[config.mk]
export PLATFORM = sky130hd
export DESIGN_NAME = addr_decode
export DESIGN_NICKNAME = d
export VERILOG_FILES = /design/src/rtl/addr_decode.sv
export SDC_FILE = /design/constraint.sdc
export NUM_CORES = 1
export LEC_CHECK = 0
export BUFFER_PORTS_ARGS = -buffer_cell sky130_fd_sc_hd__buf_2
export CAP_MARGIN = 20
export CORE_UTILIZATION = 37
export DETAILED_ROUTE_END_ITERATION = 8
export PLACE_DENSITY_LB_ADDON = 0.25
export SETUP_SLACK_MARGIN = 0.02
export SLEW_MARGIN = 20
export SYNTH_ARGS = -nofsm -noshare
export SYNTH_HDL_FRONTEND = slang
export SYNTH_SLANG_ARGS = --single-unit
export TNS_END_PERCENT = 5
[constraint.sdc]
create_clock -name vclk -period 2
set_input_delay 0.3 -clock vclk [all_inputs]
set_output_delay 0.3 -clock vclk [all_outputs]
set_load 0.01 [all_outputs]
[src/rtl/addr_decode.sv]
// Address decoder: maps an address onto a target index using a run-time map of
// half-open [start_addr, end_addr) rules. Optionally registers the result.
package addr_decode_pkg;
   typedef logic [31:0] addr_t;
   typedef struct packed {
      int unsigned idx;
      addr_t       start_addr;
      addr_t       end_addr;
   } rule_t;
endpackage

module addr_decode #(
   parameter int unsigned NoIndices  = 32'd1,
   parameter int unsigned NoRules    = 32'd1,
   parameter type         addr_t     = addr_decode_pkg::addr_t,
   parameter type         rule_t     = addr_decode_pkg::rule_t,
   parameter bit          Registered = 1'b0,
   parameter int unsigned IdxWidth   = (NoIndices > 1) ? $clog2(NoIndices) : 1
) (
   input  logic                       clk_i,
   input  logic                       rst_i,
   input  addr_t                      addr_i,
   input  rule_t [NoRules-1:0]        addr_map_i,
   input  logic                       en_default_idx_i,
   input  logic [IdxWidth-1:0]        default_idx_i,
   output logic [IdxWidth-1:0]        idx_o,
   output logic                       dec_valid_o,
   output logic                       dec_error_o
);

   logic [IdxWidth-1:0] w_idx;
   logic                w_valid;
   logic                w_error;
   logic [IdxWidth-1:0] w_match_idx;
   logic                w_match;
   logic                w_unused;

   // Upper idx bits and, in the combinational build, clk/rst are intentionally ignored.
   assign w_unused = ^{clk_i, rst_i, addr_map_i};

   always_comb begin
      // NOTE: every combinational output gets a default first so no path leaves it unassigned (no latch).
      w_match     = 1'b0;
      w_match_idx = '0;
      // Later rules overwrite earlier ones, so the highest-numbered match wins.
      // An empty rule (start >= end) can never satisfy both compares.
      for (int i = 0; i < int'(NoRules); i++) begin
         if ((addr_i >= addr_map_i[i].start_addr) && (addr_i < addr_map_i[i].end_addr)) begin
            w_match     = 1'b1;
            w_match_idx = addr_map_i[i].idx[IdxWidth-1:0];
         end
      end
   end

   always_comb begin
      w_idx   = '0;
      w_valid = 1'b0;
      w_error = 1'b0;
      if (w_match) begin
         w_idx   = w_match_idx;
         w_valid = 1'b1;
      end else if (en_default_idx_i) begin
         w_idx   = default_idx_i;
      end else begin
         w_error = 1'b1;
      end
   end

   if (Registered) begin : g_reg
      logic [IdxWidth-1:0] r_idx;
      logic                r_valid;
      logic                r_error;

      // NOTE: sequential state uses non-blocking assignments so all flops sample together.
      always_ff @(posedge clk_i or posedge rst_i) begin
         if (rst_i) begin
            r_idx   <= '0;
            r_valid <= 1'b0;
            r_error <= 1'b0;
         end else begin
            r_idx   <= w_idx;
            r_valid <= w_valid;
            r_error <= w_error;
         end
      end

      assign idx_o       = r_idx;
      assign dec_valid_o = r_valid;
      assign dec_error_o = r_error;
   end else begin : g_comb
      assign idx_o       = w_idx;
      assign dec_valid_o = w_valid;
      assign dec_error_o = w_error;
   end

   if (NoRules == 0) begin : g_chk_rules
      $fatal(1, "addr_decode: NoRules must be > 0");
   end
   if (NoIndices == 0) begin : g_chk_indices
      $fatal(1, "addr_decode: NoIndices must be > 0");
   end

`ifndef SYNTHESIS
   // Map sanity: out-of-range indices are errors, overlapping live rules only warn.
   always_comb begin
      for (int i = 0; i < int'(NoRules); i++) begin
         assert (addr_map_i[i].idx < NoIndices)
            else $error("addr_decode: rule %0d idx %0d out of range", i, addr_map_i[i].idx);
         for (int j = i + 1; j < int'(NoRules); j++) begin
            if ((addr_map_i[i].start_addr < addr_map_i[i].end_addr) &&
                (addr_map_i[j].start_addr < addr_map_i[j].end_addr) &&
                (addr_map_i[i].start_addr < addr_map_i[j].end_addr) &&
                (addr_map_i[j].start_addr < addr_map_i[i].end_addr)) begin
               $warning("addr_decode: rules %0d and %0d overlap", i, j);
            end
         end
      end
   end
`endif

endmodule

# Word-level counts from Yosys, hierarchy flattened
# Index checks and enable logic that the tools add are counted.
# classes
magnitude_cmp	2
muxes	7
n_reduce_logical	1
# ops
op	count
$ge 32x32->1	1
$lt 32x32->1	1
$mux 1	7
$logic_and 1x1->1	1
# word_totals
ff_bits	0
inputBits	132
wordCells	10

# Logic depth before layout (Yosys ltp)
# depth
word_depth	4
mapped_depth	8
ltp_nobuf	8

# Worst setup path before layout
# OpenSTA, ideal clock, no wires.
# synth_timing
path_type	input to output
from	input addr_map_i[2] (netlist name)
to	output idx_o
arrival_time_ns	1.965
path_slack_ns	-0.265
path_stages	7
n_path_buf	0
cell_sequence	inv_1 ha_1 a211o_1 o2111ai_1 o2111ai_1 a221oi_2 mux2i_1
# synth_between
elab_chain_len	4
elab_cells_between_ends	5
cone_classes	order compare: 1; mux: 3; reduce/logical: 1
# synth_rtl
item	line_no	text
from (decl)	23	input rule_t [NoRules-1:0] addr_map_i,
$lt 32x32->1 *	48	if ((addr_i >= addr_map_i[i].start_addr) && (addr_i < addr_map_i[i].end_addr)) begin
$logic_and 1x1->1 *	48	
$mux 1	48	
$mux 1 *	59	if (w_match) begin
to (decl)	26	output logic [IdxWidth-1:0] idx_o,
# Mark *: on every way between the ends. The rest lies on a longest branch, timed or not.

# Final worst setup path
# layout_timing
from	input addr_i[25]
to	output idx_o
# layout_between
elab_chain_len	4
elab_cells_between_ends	6
cone_classes	order compare: 2; mux: 3; reduce/logical: 1
# layout_rtl
item	line_no	text
from (decl)	22	input addr_t addr_i,
$ge 32x32->1 or $lt 32x32->1 (tied branches)	48	
$logic_and 1x1->1 *	48	
$mux 1	48	
$mux 1 *	59	
# Marked as above.

==> flow_summary.yaml <==
outcome:
  status: "complete, but fails checks"
  violations: "setup timing"
setup_path:
  critPathLaunchType: "input port"
  path_cells: "buf_2 -> ha_1 -> a21oi_1 -> nor2_1 -> a211oi_1 -> o211ai_1 -> a221oi_4 -> mux2i_2 -> buf_2"
  worst_path_most_repeated_cell: "buf_2"
  end_kind: "output pin"
  worstSetupStartpoint: "addr_i[25]"
  worstPathRequired_ns: 1.70
  critPathKind: "in -> out"
  crit_fanout: 3
  slowest_delay_ns: 0.36
  worstPathArrival_ns: 2.12
  slowest_stage: "a211oi_1"
floorplan:
  row_count: 23
  die_width_um: 67.8
  die_h_um: 67.8
  coreArea_um2: 4090
  die_area_um2: 4600
  start_util: 0.392
  io_pins: 135
run:
  drv_cap: 0
timing:
  rsz0062_at_grt: "yes"
  fin_crit_sh: 1.21
  maxSlewViolCount: 0
  finalCriticalPeriod_ns: 2.42
  final.setup.tns_ns: -0.931
  finalHoldViolations: 0
  slew_headroom: 0.705
  fin_ws_ns: -0.424
  finalSetupViolCount: 3
  tightestPinTransition_ns: 0.439
  clock.fmax_mhz: 412
global_route:
  grt_max_degree: 5
  grt_pass1_vias: 1766
  grt_use_met2: 0.335
  gr-usage-met3: 0
  antenna_found_initial: 0
  grt_use_met1: 0.228
  grt_use_total: 0.175
  grt_overflow_total: 0
  grt_pass1_wl_um: 6570
  grt_most_used_layer: "met2"
power_and_ir_drop:
  p_sw_uw: 239
  pwr-share-clk: 0
  cellLeakagePower_nw: 1.51
  p_sw_frac: 0.458
  comb_power_share: 1.000
  p_seq_frac: 0
  intPower_uw: 283
  ir_drop_mv: 0.0820
  power_density_nw_per_um2: 200
  power.total_uw: 522
route:
  via_count: 1889
  wl_per_cell_um: 11.2
  drt_iter0_drc: 44
  drc: 0
  drtPass1Iterations: 4
  postRouteAntennaNets: 0
  via_per_inst: 4.82
  drt-total-wl_um: 4400
layout:
  final_util: 0.639
  n_clock_buffer: 0
  area_delta_synth_final_pct: 62.9
  seq_cell_count: 0
  instances_no_fill: 392
  antenna_cells: 0
  drive_gt1_frac: 0.462
  fin_nets: 539
  seq_area_um2: 0
synthesis:
  synthCells: 223
  syn-cell-area_um2: 1600
  ys_types: 28
  synth_fp_nets: 418
  syn_avg_cell_area_um2: 7.19
  synth-warning-count: 0
  ys_seq_area_frac: 0
hold_path:
  min_from: "en_default_idx_i"
  min_path_type: "in -> out"
placement:
  dp_hpwl_um: 3760
  port_buffers: 102
  preCtsSetupSlack_ns: -0.535
  place.gp.congestion: 0.777
  dp.cells: 391
clock_network:
  cts_hold_buf: 0
==> worst max-delay path: cells and delay by family <==
family	cells	cell delay, ns
AOI/OAI and AO/OA	4	0.96
adders and majority gates	1	0.30
buffers and inverters	2	0.26
muxes	1	0.23
and+or+nand+nor	1	0.06
==> worst paths after layout <==
path,endpoint,cells after the start
min,dec_error_o,3
max,idx_o,9
==> layout by cell type, fill, tap and decap left out, types with 5 or more instances in the layout <==
master / count
buf_6: 9
inv_2: 8
a21oi_1: 20
buf_4: 17
inv_1: 56
nand4_1: 10
nand2_1: 16
buf_2: 92
ha_4: 11
nor2_1: 5
ha_1: 52
==> synthesized netlist by cell type <==
library cell	instances	area [um^2]
a2111oi_0	1	8.76
a211o_1	1	8.76
a211oi_1	2	15.0
a21o_1	3	22.5
a21oi_1	22	110
a221o_1	2	20.0
a221oi_1	1	8.76
a221oi_2	1	15.0
a31oi_1	1	6.26
and4_1	3	26.3
ha_1	63	788
inv_1	64	240
mux2i_1	1	10.0
nand2_1	16	60.1
nand2b_1	1	6.26
nand3_1	4	20.0
nand4_1	10	62.6
nor2_1	5	18.8
nor2b_1	1	6.26
nor3_1	2	10.0
nor4_1	2	12.5
o2111ai_1	3	26.3
o211ai_1	2	15.0
o21a_1	2	15.0
o21ai_0	7	35.0
o21ai_2	1	8.76
o21ba_2	1	10.0
o32ai_2	1	16.3
==> power groups by stage <==
| stage | combinational [mW] | sequential (mW) | clock (mW) |
|---|---|---|---|
| after floorplan | 0.239 | 0 | 0 |
| after global placement | 0.435 | 0 | 0 |
| after detailed placement | 0.444 | 0 | 0 |
| after CTS | 0.458 | 0 | 0 |
| after global routing | 0.598 | 0 | 0 |
| final | 0.522 | 0 | 0 |
==> per-layer routing <==
layer	share of wire	vias up
li1	-	1023
met1	0.45	798
met2	0.49	66
met3	0.052	2
met4	0.0052	0
met5	0	-
==> per-stage QoR <==
step	hold WS (ns)	instance area, um^2
3_5_place_dp	0.870	2340
5_1_grt	0.877	2610
4_1_cts	0.871	2360
2_1_floorplan	0.648	1640
3_3_place_gp	0.869	2340
6_report	0.868	2610
==> kinds of logic after synthesis <==
| group | Yosys count | synth area share |
|---|---|---|
| AOI/OAI and AO/OA | 51 | 0.213 |
| adders and majority gates | 63 | 0.492 |
| buffers and inverters | 64 | 0.150 |
| muxes | 1 | 0.00625 |
| and+or+nand+nor | 44 | 0.139 |
==> layout make-up <==
| cell class | count | area (um^2) |
|---|---|---|
| multi-input cells | 159 | 1600 |
| fillers | 377 | 1480 |
| repair buffers | 119 | 704 |
| inverters | 64 | 240 |
| well taps | 50 | 62.6 |
==> timing repair <==
action,CTS,global route
endpoints found under the setup margin,3,3
pin swaps,3,19
setup buffers,0,1
gates resized for setup,6,46
Power figures use the tool's default switching activity.
